--- src/rtl/bsg_mux_one_hot_rr_buf.sv ---
// bsg_mux_one_hot_rr_buf: registered N:1 round-robin mux with one-hot AND-OR select,
// valid/ready handshakes and optional packet lock.
module bsg_mux_one_hot_rr_buf #(
    parameter int width_p        = 8,
    parameter int els_p          = 2,
    parameter int lock_packets_p = 0
) (
    input  logic                            clk_i,
    input  logic                            reset_n_i,
    input  logic [els_p-1:0]                v_i,
    input  logic [els_p-1:0][width_p-1:0]   data_i,
    input  logic [els_p-1:0]                last_i,
    output logic [els_p-1:0]                ready_o,
    output logic                            v_o,
    output logic [width_p-1:0]              data_o,
    output logic                            last_o,
    output logic [els_p-1:0]                grant_o,
    input  logic                            ready_i
);
    localparam int ptr_w = (els_p > 1) ? $clog2(els_p) : 1;

    logic               v_q, v_d, last_q, last_d, lock_q, lock_d;
    logic [width_p-1:0] data_q, data_d;
    logic [els_p-1:0]   grant_q, grant_d;
    logic [ptr_w-1:0]   p_q, p_d, lock_ch_q, lock_ch_d;

    logic               enq_ok, found, xfer, mux_last;
    logic [els_p-1:0]   rot, rr_gnt, lock_gnt, gnt;
    logic [width_p-1:0] mux_data;
    logic [ptr_w-1:0]   g_idx;
    int                 sel, w;

    always_comb begin
        enq_ok = ~v_q | ready_i;
        // rotate valids so the pointer channel sits at bit 0, then find first set
        rot = els_p'({v_i, v_i} >> p_q);
        found = 1'b0;
        sel = 0;
        for (int i = 0; i < els_p; i++) begin
            if (!found && rot[i]) begin
                found = 1'b1;
                sel = i;
            end
        end
        w = int'(p_q) + sel;
        if (w >= els_p) w = w - els_p;
        for (int i = 0; i < els_p; i++) begin
            rr_gnt[i] = found && (w == i);
            lock_gnt[i] = v_i[i] && (lock_ch_q == ptr_w'(i));
        end
        gnt = (lock_packets_p != 0 && lock_q) ? lock_gnt : rr_gnt;
        ready_o = gnt & {els_p{enq_ok}};
        xfer = |(v_i & ready_o);
        mux_data = '0;
        mux_last = 1'b0;
        g_idx = '0;
        for (int i = 0; i < els_p; i++) begin
            mux_data = mux_data | (data_i[i] & {width_p{gnt[i]}});
            mux_last = mux_last | (last_i[i] & gnt[i]);
            if (gnt[i]) g_idx = ptr_w'(i);
        end
        v_d = v_q;
        data_d = data_q;
        last_d = last_q;
        grant_d = grant_q;
        p_d = p_q;
        lock_d = lock_q;
        lock_ch_d = lock_ch_q;
        if (xfer) begin
            v_d = 1'b1;
            data_d = mux_data;
            last_d = mux_last;
            grant_d = gnt;
            // a non-last beat pins the grant; the pointer moves only when the packet ends
            if (lock_packets_p != 0 && !mux_last) begin
                lock_d = 1'b1;
                lock_ch_d = g_idx;
            end else begin
                lock_d = 1'b0;
                p_d = (g_idx == ptr_w'(els_p - 1)) ? '0 : g_idx + 1'b1;
            end
        end else if (ready_i) begin
            v_d = 1'b0;
        end
    end

    always_ff @(posedge clk_i or negedge reset_n_i) begin
        if (!reset_n_i) begin
            v_q       <= 1'b0;
            data_q    <= '0;
            last_q    <= 1'b0;
            grant_q   <= '0;
            p_q       <= '0;
            lock_q    <= 1'b0;
            lock_ch_q <= '0;
        end else begin
            v_q       <= v_d;
            data_q    <= data_d;
            last_q    <= last_d;
            grant_q   <= grant_d;
            p_q       <= p_d;
            lock_q    <= lock_d;
            lock_ch_q <= lock_ch_d;
        end
    end

    assign v_o     = v_q;
    assign data_o  = data_q;
    assign last_o  = last_q;
    assign grant_o = grant_q;
endmodule

--- config.mk ---
export PLATFORM = sky130hd
export DESIGN_NAME = bsg_mux_one_hot_rr_buf
export DESIGN_NICKNAME = d
export VERILOG_FILES = /design/src/rtl/bsg_mux_one_hot_rr_buf.sv
export SDC_FILE = /design/constraint.sdc
export NUM_CORES = 1
export LEC_CHECK = 0
export ABC_AREA = 1
export ABC_CLOCK_PERIOD_IN_PS = 2810
export BUFFER_PORTS_ARGS = -buffer_cell sky130_fd_sc_hd__clkbuf_2
export CAP_MARGIN = 20
export CORE_MARGIN = 2
export CORE_UTILIZATION = 35
export DETAILED_ROUTE_END_ITERATION = 10
export PLACE_DENSITY_LB_ADDON = 0.12
export SYNTH_ARGS = -nofsm -noshare
export SYNTH_HDL_FRONTEND = slang
export SYNTH_SLANG_ARGS = --single-unit
--- constraint.sdc ---
create_clock -name clk_i -period 2.81 [get_ports clk_i]
set_input_delay 0.281 -clock clk_i [delete_from_list [all_inputs] [get_ports clk_i]]
set_output_delay 0.281 -clock clk_i [all_outputs]
set_load 0.02 [all_outputs]
==> impl_metrics.json <==
{
  "status": "complete, no violations",
  "antenna_found_initial": 0,
  "p_int_mw": 0.3762,
  "drt_iter0_markers": 24,
  "io_buffers": 36,
  "grt_max_degree": 16,
  "rows": 16,
  "swShare_pct": 40.35,
  "dieWidth_um": 48.82,
  "netlist_instances": 92,
  "required_ns": 2.53,
  "leakagePower_nw": 0.5594,
  "vias": 713,
  "ant_nets": 0,
  "worstPathMaxFanout": 11,
  "yosysSeqAreaShare_pct": 46.26,
  "grt_pass1_wl_um": 2891,
  "dieArea_um2": 2383,
  "cts_setup_buffers": 0,
  "hold_viol_final": 0,
  "start_util_pct": 36.59,
  "num-nets-final": 152,
  "rsz0062_at_grt": "false",
  "dp_hpwl_um": 1275,
  "setup_violations": 0,
  "dpl_cell_area_um2": 883.3,
  "start_kind": "flop",
  "synth_area_um2": 703.2,
  "final_common_cell": "clkbuf_2",
  "final_cell_mix": "clkbuf_2 (36), nand2_1 (33), nand3_1 (29)",
  "core-area_um2": 1922,
  "p_clk_share_pct": 18.4,
  "fillers": 223,
  "grt_usage_pct": 15.60,
  "clk_latency_ns": 0.27,
  "max_freq_ghz": 0.6037,
  "gp_congestion": 0.7315,
  "cts_buffer_depth": 2,
  "power.total_mw": 0.6308,
  "max_slew.worst_pin.slew_ns": 0.4624,
  "pin_count": 37,
  "areaGrowthSynthToFinish_pct": 30.78,
  "p_sw_mw": 0.2545,
  "avgSynthCellArea_um2": 7.643,
  "hold_buffers": 1,
  "final.min_clock_period_ns": 1.657,
  "grt_overflow_total": 0,
  "slew_violations": 0,
  "drc": 0,
  "slew_headroom_pct": 69.09,
  "post_cts_resized": 0,
  "clkSinkCount": 13,
  "wl_um": 1674,
  "grt_pass1_vias": 649,
  "crit_type": "flop to output pin",
  "cts_tree": "yes",
  "power_density_nw_per_um2": 685.9,
  "synth_fp_nets": 115,
  "path_clk_slew_ns": 0.08,
  "vdd_drop_max_uv": 262.1,
  "cts-root-buf": "clkbuf_4",
  "crit_arrival_ns": 1.38,
  "fin_crit_sh_pct": 58.95,
  "p_seq_share_pct": 41.6,
  "cp-end-kind": "output pin",
  "yosys_warnings": 0,
  "synth_seq_cells": 13,
  "fp.dieH_um": 48.82,
  "fin_area_um2": 919.6,
  "cts_buffers": 3,
  "reg2reg_setup_slack_ns": 1.21,
  "drtPass1Iterations": 4,
  "viasPerCell": 4.600,
  "cap_violations": 0,
  "drive_gt1_share_pct": 34.38,
  "min_path_type": "input pin to flop",
  "wl_per_cell_um": 10.80,
  "setup_tns_ns": 0,
  "num_antenna_cells": 0,
  "fin_skew_ns": 0.001815,
  "htreeDepth": 1,
  "synth_cell_types": 13,
  "combPwrFrac_pct": 40.0,
  "utilization_pct": 47.85
}
## cells in the mapped netlist
cell,number,area [um^2]
nand2_1,33,123.9
nand3_1,29,145.1
dfrtp_1,13,325.3
inv_1,5,18.77
buf_2,3,15.01
nand2_2,2,12.51
buf_4,1,7.510
buf_6,1,11.26
nand2_4,1,11.26
nand3_4,1,17.52
nor2_1,1,3.750
nor2_2,1,6.260
o21ai_0,1,5.000
## metal layers
| metal | up-vias | GRT usage, % | routed length [um] |
|---|---|---|---|
| met5 | - | 0 | 0 |
| met4 | 0 | 8.571 | 19 |
| met3 | 2 | 2.147 | 93 |
| met2 | 29 | 22.15 | 725 |
| met1 | 312 | 22.75 | 835 |
| li1 | 370 | - | - |
## metrics by stage
step	hold slack, ns	std cells	setup WS [ns]
2_1_floorplan	-0.01459	92	1.565
3_3_place_gp	0.1974	150	1.142
3_5_place_dp	0.2010	150	1.106
4_1_cts	0.3275	155	1.152
5_1_grt	0.3570	155	1.048
6_report	0.3282	155	1.153
## flip-flops by register name, summed over array words and instances (netlist names)
| signal | flops |
|---|---|
| v_o | 1 |
| grant_o | 2 |
| last_o | 1 |
| data_o | 8 |
| p_q | 1 |
## worst max-delay path, cell delays in order, from the launching register on
cell and delay, ns:
dfrtp_1 0.40, nand2_1 0.27, nand2_1 0.14, nor2_2 0.12, clkbuf_2 0.17
## cell families (layout without fill, tap and decap cells)
kind of cell / count (synthesis) / count (layout) / synth area share, %
AO/OA/AOI/OAI: 1 / 1 / 0.7111
flip-flops: 13 / 13 / 46.26
buffers and inverters: 10 / 46 / 7.473
AND/OR/NAND/NOR: 68 / 68 / 45.55
## area by class of cell
type                    count  area, um^2  area share, %
flip-flops and latches     13       325.3          35.37
multi-input cells          69       325.3          35.37
repair buffers             37       190.2          20.68
well taps                  27       33.78          3.673
clock buffers               4       26.28          2.857
inverters                   5       18.77          2.041
## path summary, 6_finish.rpt
| kind | from | end | depth (start not counted) |
|---|---|---|---|
| worst min-delay path | data_i[12] | data_o[4] | 5 |
| worst min register to register | grant_o[0] | grant_o[0] | 2 |
| min in group asynchronous | reset_n_i | v_o | 2 |
| worst max-delay path | p_q | ready_o[0] | 4 |
| worst max register to register | p_q | data_o[5] | 5 |
| max in group asynchronous | reset_n_i | data_o[7] | 2 |
## power by group through the flow
stage               clock network [mW]  logic, mW  registers, mW
floorplan                            0      0.116          0.323
detailed placement                   0      0.254          0.267
global route                     0.129      0.280          0.270
CTS                              0.119      0.256          0.263
global placement                     0      0.253          0.267
finish                           0.116      0.252          0.262
No activity file was read; power rests on OpenSTA's default activity.
